==> src/rtl/alu_pkg.sv <==
// rtl/alu_pkg.sv - shared states, opcode constants and BCD helpers for bcd_serial_alu
package alu_pkg;

  typedef enum logic [1:0] {
    IDLE,
    ADD,
    NEG,
    DONE
  } alu_state_t;

  localparam logic [2:0] OP_ADD = 3'b000;
  localparam logic [2:0] OP_SUB = 3'b010;

  localparam logic [3:0] BCD_MAX_DIGIT = 4'd9;

  // Nines complement of one BCD digit; only meaningful for digits 0..9
  function automatic logic [3:0] nines_comp(input logic [3:0] d);
    return BCD_MAX_DIGIT - d;
  endfunction

endpackage

==> src/rtl/bcd_digit_add.sv <==
// rtl/bcd_digit_add.sv - combinational single BCD digit adder with carry
module bcd_digit_add (
  input  logic [3:0] a,
  input  logic [3:0] b,
  input  logic       cin,
  output logic [3:0] sum,
  output logic       cout
);

  logic [4:0] bin_sum;

  // Binary sum then decimal correction: anything above 9 wraps by adding 6
  always_comb begin
    bin_sum = {1'b0, a} + {1'b0, b} + {4'b0000, cin};
    if (bin_sum > 5'd9) begin
      sum  = bin_sum[3:0] + 4'd6;
      cout = 1'b1;
    end else begin
      sum  = bin_sum[3:0];
      cout = 1'b0;
    end
  end

endmodule

==> src/rtl/bcd_serial_alu.sv <==
// rtl/bcd_serial_alu.sv - digit-serial BCD add/subtract unit with sign-magnitude result
module bcd_serial_alu
  import alu_pkg::*;
#(
  parameter int DIGITS = 4
) (
  input  logic                  clk,
  input  logic                  nrst,
  input  logic                  start,
  input  logic [4*DIGITS-1:0]   op1,
  input  logic [4*DIGITS-1:0]   op2,
  input  logic [2:0]            opcode,
  output logic                  busy,
  output logic                  done,
  output logic [4*DIGITS-1:0]   result,
  output logic                  carry_out,
  output logic                  negative,
  output logic                  invalid
);

  localparam int W  = 4 * DIGITS;
  localparam int IW = $clog2(DIGITS);
  localparam logic [IW-1:0] LAST_IDX = IW'(DIGITS - 1);

  alu_state_t state, state_next;

  logic [W-1:0]  a_reg;
  logic [W-1:0]  b_reg;
  logic          sub_reg;
  logic          carry;
  logic [IW-1:0] idx;

  logic          sub_sel;
  logic          bad_digit;
  logic          last_digit;
  logic [3:0]    a_dig;
  logic [3:0]    b_dig;
  logic [3:0]    r_dig;
  logic [3:0]    add_a;
  logic [3:0]    add_b;
  logic [3:0]    add_sum;
  logic          add_cout;

  assign sub_sel    = (opcode & OP_SUB) == OP_SUB;
  assign last_digit = (idx == LAST_IDX);
  assign busy       = (state == ADD) || (state == NEG);
  assign done       = (state == DONE);

  // Flag any non-BCD digit in either operand presented at start
  always_comb begin
    bad_digit = 1'b0;
    for (int i = 0; i < DIGITS; i++) begin
      if (op1[4*i +: 4] > BCD_MAX_DIGIT || op2[4*i +: 4] > BCD_MAX_DIGIT) begin
        bad_digit = 1'b1;
      end
    end
  end

  // Operand muxes for the shared digit adder: A+B' in ADD, 0+(9-r) in NEG
  always_comb begin
    a_dig = a_reg[{idx, 2'b00} +: 4];
    b_dig = b_reg[{idx, 2'b00} +: 4];
    r_dig = result[{idx, 2'b00} +: 4];
    if (state == NEG) begin
      add_a = 4'd0;
      add_b = nines_comp(r_dig);
    end else begin
      add_a = a_dig;
      add_b = sub_reg ? nines_comp(b_dig) : b_dig;
    end
  end

  bcd_digit_add u_digit_add (
    .a    (add_a),
    .b    (add_b),
    .cin  (carry),
    .sum  (add_sum),
    .cout (add_cout)
  );

  // State register
  always_ff @(posedge clk) begin
    if (!nrst) begin
      state <= IDLE;
    end else begin
      state <= state_next;
    end
  end

  // Next-state: a missing final carry on subtract means a borrow, so recomplement
  always_comb begin
    state_next = state;
    case (state)
      IDLE: if (start) state_next = bad_digit ? DONE : ADD;
      ADD:  if (last_digit) state_next = (sub_reg && !add_cout) ? NEG : DONE;
      NEG:  if (last_digit) state_next = DONE;
      DONE: state_next = IDLE;
      default: state_next = IDLE;
    endcase
  end

  // Datapath: operand capture, per-digit result writes, carry and flag updates
  always_ff @(posedge clk) begin
    if (!nrst) begin
      a_reg     <= '0;
      b_reg     <= '0;
      sub_reg   <= 1'b0;
      carry     <= 1'b0;
      idx       <= '0;
      result    <= '0;
      carry_out <= 1'b0;
      negative  <= 1'b0;
      invalid   <= 1'b0;
    end else begin
      case (state)
        IDLE: begin
          if (start) begin
            a_reg     <= op1;
            b_reg     <= op2;
            sub_reg   <= sub_sel;
            carry     <= sub_sel;
            idx       <= '0;
            result    <= '0;
            carry_out <= 1'b0;
            negative  <= 1'b0;
            invalid   <= bad_digit;
          end
        end
        ADD: begin
          result[{idx, 2'b00} +: 4] <= add_sum;
          if (last_digit) begin
            idx <= '0;
            if (!sub_reg) begin
              carry     <= add_cout;
              carry_out <= add_cout;
            end else if (!add_cout) begin
              negative <= 1'b1;
              carry    <= 1'b1;
            end else begin
              carry <= add_cout;
            end
          end else begin
            idx   <= idx + 1'b1;
            carry <= add_cout;
          end
        end
        NEG: begin
          result[{idx, 2'b00} +: 4] <= add_sum;
          carry <= add_cout;
          idx   <= last_digit ? '0 : idx + 1'b1;
        end
        default: begin
        end
      endcase
    end
  end

endmodule
==> config.mk <==
export PLATFORM = sky130hd
export DESIGN_NAME = bcd_serial_alu
export DESIGN_NICKNAME = d
export VERILOG_FILES = /design/src/rtl/alu_pkg.sv /design/src/rtl/bcd_digit_add.sv /design/src/rtl/bcd_serial_alu.sv
export SDC_FILE = /design/constraint.sdc
export NUM_CORES = 1
export LEC_CHECK = 0
export CORE_MARGIN = 4
export CORE_UTILIZATION = 50
export CTS_CLUSTER_SIZE = 10
export DETAILED_ROUTE_END_ITERATION = 6
export GPL_TIMING_DRIVEN = 0
export PLACE_DENSITY = 0.76
export SLEW_MARGIN = 20
export SYNTH_ARGS = -nofsm -noshare
export SYNTH_HDL_FRONTEND = slang
export SYNTH_SLANG_ARGS = --single-unit
==> constraint.sdc <==
create_clock -name clk -period 6.8 [get_ports clk]
set_input_delay 1.36 -clock clk [delete_from_list [all_inputs] [get_ports clk]]
set_output_delay 1.36 -clock clk [all_outputs]
set_load 0.01 [all_outputs]
==> metrics.txt, run 1 <==
setup ws final=2.63 ns; WL/cell=15.8 um; core box area=0.00592 sq mm; worst-margin pin slew=0.687 ns; RR Endpoint=result[14]; period utilization=61.3%; vias in the first global route=2753; DRT iter0 DRCs=214; first-pass GRT wire length=12800 um; area delta synth->final=28.7%; final setup fails=0; CP endpoint kind=flip-flop; Post-Synthesis Cells=348; sw frac=39.9%; Resize count post-CTS=0; Pre-antenna DRT Iters=5; TritonCTS clock tree=done; minimum clock period=4.17 ns; setup_tns=0 ns; Yosys top cell by area=dfxtp_1; largest net degree at the start of global routing=11; Top Ports=59; Post-route DRC=0; Num CTS Buffers=9; clock power share=23.1%; post-synthesis cell area=0.00305 sq mm; FF/Latch Area=0.00114 sq mm; die area=0.00741 sq mm; clock sinks=57; cell-internal power=940 uW; grt total ovfl=0; number of buffers added on ports=56; RSZ-0062 raised after global routing=false; initial antenna violation count=0; r2r startpoint=idx[1]; Yosys reg bits=57; Hold-fix buffers, CTS=0; Reg power frac=27.0%; most common cell in the netlist=nand2_1; combinational group share of total power=49.9%; Hold Path Stages=2; Worst Hold Launch=b_reg[11]; Yosys cell types=44; Relative slew margins=54.2%; Crit path required time=7.08 ns; Die H=86.1 um; R2R depth=14; Clock Skew=0.00817 ns; Hold Path Class=flip-flop to flip-flop; share of post-route cells with drive strength above 1=8.10%; CP arrival=4.44 ns; placed cell areas=0.00370 sq mm; Cell Pwr Density=398 mW/mm^2; WHS Endpoint=b_reg[11]; number of max-slew violations in the final report=0; vias per cell=5.57; Layout fillers=514; Yosys top cell area share=37.4%; Seq/Total Area, Yosys=37.4%; Synth warnings=0; Max H-tree Level=3; Critical Path Source Type=flip-flop; aggregate routed wire length=7840 um; overall global routing resource usage=22.4%; Post-CTS Setup Inserts=0; Antenna diodes=0; Multi-input gate area=0.00176 sq mm; RePlAce Congestion=0.860; Synth area leaders=dfxtp_1, nand2_1, mux4_2; vias=2755; die width=86.1 um; clk root buf=clkbuf_8; Final Instance Area=0.00393 sq mm; status=complete, no violations; kind of critical path=flip-flop to flip-flop; worst vdd ir=0.233 mV; FFs w/ async S/R, synth=0%; row cnt=28; worst-path fanout max=10; R2R setup slack=2.63 ns; most common library cells after synthesis=nand2_1, dfxtp_1, a21boi_0; Final #Nets=469; CTS Buffer Depth=2; Sw Pwr=623 uW; remaining antenna violation count=0; Worst-path clk slew=0.07 ns; syn_area_per_cell=8.77 sq um; clk_lat worst skew=0.35 ns; initial core utilization=51.5%; Max-Cap Viols=0; LEAKAGE=0.00145 uW; final-report hold violation count=0; Core Util, Final=66.3%; Mapped Nets=402; pre-CTS setup slack=2.65 ns; Peak Freq=240 MHz; Post-synth EDFFs=0; Post-synth top flop=dfxtp_1; DP HPWL=5960 um
==> layout by cell type, fill, tap and decap left out, types with 4 or more instances in the layout <==
| cell | count |
|---|---|
| clkbuf_1 | 17 |
| and2_1 | 5 |
| nand3_1 | 7 |
| clkbuf_8 | 10 |
| a21boi_0 | 35 |
| dfxtp_1 | 57 |
| o21ai_0 | 26 |
| mux4_2 | 12 |
| nor2_1 | 9 |
| xnor2_1 | 4 |
| o21ai_1 | 6 |
| nor2b_1 | 9 |
| inv_1 | 16 |
| ha_1 | 14 |
| clkdlybuf4s50_1 | 56 |
| a21oi_1 | 5 |
| nand2_1 | 83 |
==> final cells by class <==
class | instances | area share [%]
buffer | 19 | 2.20
clock buffer | 11 | 3.60
clock inverter | 5 | 2.01
inverter | 16 | 1.53
multi-input combinational | 256 | 44.9
sequential | 57 | 29.1
tap | 75 | 2.39
timing repair buffer | 56 | 14.3
==> worst max-delay path, cell delays in order (launching register included) <==
cell and delay (ns):
dfxtp_1 0.49, clkbuf_1 0.57, mux4_2 0.43, xor2_1 0.16, o21ai_0 0.21, fa_1 0.24
inv_1 0.06, fa_1 0.41, xnor2_1 0.20, ha_1 0.25, a22o_1 0.23, o31a_1 0.25
buf_6 0.14, mux2_4 0.32, o21ai_1 0.14
==> metrics by stage <==
| stage | cells | power (uW) | hold slack (ns) |
|---|---|---|---|
| 2_1_floorplan | 348 | 991 | 0.435 |
| 3_3_place_gp | 479 | 1190 | 0.447 |
| 3_5_place_dp | 479 | 1200 | 0.456 |
| 4_1_cts | 495 | 1570 | 0.466 |
| 5_1_grt | 495 | 1670 | 0.484 |
| 6_report | 495 | 1560 | 0.463 |
==> power groups by stage <==
| stage | registers [uW] | clock network (uW) | logic (uW) |
|---|---|---|---|
| 2_1_floorplan | 425 | 0 | 566 |
| 3_3_place_gp | 427 | 0 | 759 |
| 3_5_place_dp | 430 | 0 | 773 |
| 4_1_cts | 422 | 364 | 779 |
| 5_1_grt | 430 | 378 | 862 |
| 6_report | 422 | 361 | 781 |
==> logic make-up (layout without fill, tap and decap cells) <==
family,count (synthesis),in the layout,synth area share (%)
simple gates,126,126,18.3
compound gates,92,92,20.1
mux,16,16,10.4
fa+ha+maj,16,16,7.06
xor+xnor,6,6,1.97
flops,57,57,37.4
buf+inv,35,107,4.80
==> worst max-delay path by stage <==
stage | endpoint | start | slack (ns) | cells past startpoint
3_3_place_gp | result[10] | idx[1] | 2.74 | 14
6_report | result[14] | idx[1] | 2.63 | 14
3_5_place_dp | result[14] | idx[1] | 2.65 | 14
4_1_cts | result[14] | idx[1] | 2.62 | 14
5_1_grt | result[10] | idx[1] | 2.36 | 14
2_1_floorplan | result[10] | idx[1] | 3.23 | 14
==> layer usage <==
metal	global-route usage, %	vias up	share of wire, %
met5	0	-	0
met4	8.78	0	1.9
met3	4.51	19	7.2
met2	39.5	135	51
met1	26.4	1259	40
li1	-	1342	-
Power figures use the tool's default switching activity.
==> run 2: changes to the inputs <==
--- a/config.mk
+++ b/config.mk
@@ -6,11 +6,11 @@
 export NUM_CORES = 1
 export LEC_CHECK = 0
 export CORE_MARGIN = 4
-export CORE_UTILIZATION = 50
+export CORE_UTILIZATION = 47
 export CTS_CLUSTER_SIZE = 10
 export DETAILED_ROUTE_END_ITERATION = 6
 export GPL_TIMING_DRIVEN = 0
-export PLACE_DENSITY = 0.76
+export PLACE_DENSITY = 0.75
 export SLEW_MARGIN = 20
 export SYNTH_ARGS = -nofsm -noshare
 export SYNTH_HDL_FRONTEND = slang
==> constraint.sdc (replaced) <==
create_clock -name clk -period 3.78 [get_ports clk]
set_input_delay 0.756 -clock clk [delete_from_list [all_inputs] [get_ports clk]]
set_output_delay 0.756 -clock clk [all_outputs]
set_load 0.01 [all_outputs]
==> run 2 against run 1 <==
Net effect:
- fmax is 14% higher
- via count is 1.3% lower
- global-route usage is 1.4 points lower
- clock skew is 0.0012 ns higher
- first-iteration DRC count is 34% lower
- combinational power is 96% higher
- critical endpoint is now result[10]
- largest cell class unchanged
==> metrics.txt, run 2 (same netlist as run 1, synthesis figures left out) <==
worst-margin pin slew=0.576 ns (-0.111 ns); Max-Cap Viols=0 (unchanged); Pre-antenna DRT Iters=5 (unchanged); Crit path max-delay family=adder cells; row cnt=29 (+3.6%); grt total ovfl=0 (unchanged); Hold Path Class=flip-flop to flip-flop; CTS Buffer Depth=2 (unchanged); final-report hold violation count=0 (unchanged); DP HPWL=5980 um (+0.33%); final setup fails=0 (unchanged); Hold-fix buffers, CTS=0 (unchanged); Clock Skew=0.00934 ns (+0.00118 ns); Crit path required time=4.04 ns (-3.04 ns); number of max-slew violations in the final report=0 (unchanged); RePlAce Congestion=0.862 (+0.30%); LEAKAGE=0.00146 uW (+0.52%); Final #Nets=472 (+0.64%); initial core utilization=48.3% (-3.2 points); Antenna diodes=0 (unchanged); minimum clock period=3.65 ns (-0.520 ns); aggregate routed wire length=7890 um (+0.66%); worst vdd ir=0.509 mV (+120%); most frequent cells in the layout=nand2_1, clkdlybuf4s50_1, dfxtp_1; CP Launch Point=idx[0]; setup ws final=0.133 ns (-2.50 ns); Num CTS Buffers=9 (unchanged); Max stage delay on crit path=0.61 ns (+0.04 ns); CP arrival=3.91 ns (-0.53 ns); worst-path fanout max=7 (-3); initial antenna violation count=0 (unchanged); Critical Path Source Type=flip-flop; TritonCTS clock tree=done; kind of critical path=flip-flop to flip-flop; hold_ws=0.462 ns (-0.000721 ns); Worst path slowest cell=fa_2; Layout fillers=558 (+8.6%); Max H-tree Level=3 (unchanged); Relative slew margins=61.2% (+7.0 points); area delta synth->final=29.9%; die width=88.6 um (+2.9%); largest net degree at the start of global routing=11 (unchanged); clk_lat worst skew=0.33 ns (-0.02 ns); CP bufs+invs=4 (+1); WL/cell=15.8 um (about the same); Worst Hold Launch=a_reg[15]; remaining antenna violation count=0 (unchanged); overall global routing resource usage=20.9% (-1.4 points); vias=2718 (-1.3%); clock sinks=57 (unchanged); period utilization=96.5% (+35 points); most common cell after layout, fill and taps aside=nand2_1; pre-CTS setup slack=-0.346 ns (-3.00 ns); first-pass GRT wire length=12400 um (-2.7%); Peak Freq=274 MHz (+14%); Die H=88.6 um (+2.9%); vias in the first global route=2600 (-5.6%); status=complete, no violations; Cell Pwr Density=712 mW/mm^2 (+79%); Post-route DRC=0 (unchanged); crit-path cells=buf_6 -> mux4_2 -> xor2_1 -> o21ai_1 -> fa_1 -> inv_1 -> fa_2 -> inv_1 -> ha_2 -> a22o_1 -> o31a_1 -> buf_6 -> mux2_4 -> o21ai_1; clk root buf=clkbuf_8; final cell count without fillers=498 (+0.61%); Worst-path clk slew=0.07 ns (about the same); r2r startpoint=idx[0]; vias per cell=5.46 (-1.9%); CP endpoint kind=flip-flop; share of post-route cells with drive strength above 1=9.98% (+1.9 points); core box area=0.00631 sq mm (+6.6%); number of buffers added on ports=56 (unchanged); dpl cells=481 (+0.42%); Total Power=2820 uW (+80%); DRT iter0 DRCs=142 (-34%); Top Ports=59 (unchanged); die area=0.00784 sq mm (+5.8%)
run 2: cell count changes in the layout (fill, tap and decap cells not counted), moves of 2 or more:
| cell | delta |
|---|---|
| clkbuf_1 | -2 |
| clkbuf_8 | +3 |
| dfxtp_2 | +2 |
| dfxtp_1 | -2 |
| bufinv_16 | -2 |
run 2: final timing paths:
kind                                    to  cells after the start  slack (ns)
worst max-delay path            result[10]                     14        0.13
worst min-delay path             a_reg[15]                      2        0.46
worst max register to register  result[10]                     14        0.13
worst min register to register   a_reg[15]                      2        0.46
run 2: layer usage:
metal / wire length, um / vias up / global-route usage [%]
li1: - / 1346 / -
met4: 170 / 0 / 7.83
met1: 3340 / 1270 / 25.9
met5: 0 / - / 0
met3: 444 / 15 / 3.54
met2: 3940 / 87 / 36.5
run 2: worst min-delay path: cells and delay by family (launching register included):
family / cells / cell delay [ns]
flops: 1 / 0.31
compound gates: 1 / 0.06
simple gates: 1 / 0.04
run 2: final cells by class:
type | count | area [sq um] | share of cell area, %
Timing Repair Buffer | 59 | 583 | 14.7
Clock buffer | 12 | 165 | 4.17
Multi-Input combinational cell | 256 | 1790 | 45.1
Buffer | 19 | 113 | 2.84
Tap cell | 77 | 96.3 | 2.43
Sequential cell | 57 | 1140 | 28.9
Inverter | 16 | 60.1 | 1.52
Clock inverter | 2 | 13.8 | 0.347
run 2: per-stage QoR:
step | utilization (%) | setup TNS [ns] | instance area [sq um]
3_5_place_dp | 58.7 | -4.41 | 3710
4_1_cts | 61.8 | 0 | 3900
5_1_grt | 62.7 | -0.00782 | 3960
3_3_place_gp | 58.7 | -3.51 | 3710
6_report | 62.7 | 0 | 3960
2_1_floorplan | - | 0 | 3050
run 2: repair_timing:
item                                    CTS  global route
pin swaps                                 0             1
endpoints found under the setup margin   16            16
resized for setup                         4            10
endpoints found under the hold margin     0             0
setup buffers                             0             3
run 2: where the power goes:
part	internal (uW)	switching [uW]	leakage, uW
clock network	284	246	0.0000943
logic	679	848	0.000902
registers	699	63.1	0.000466
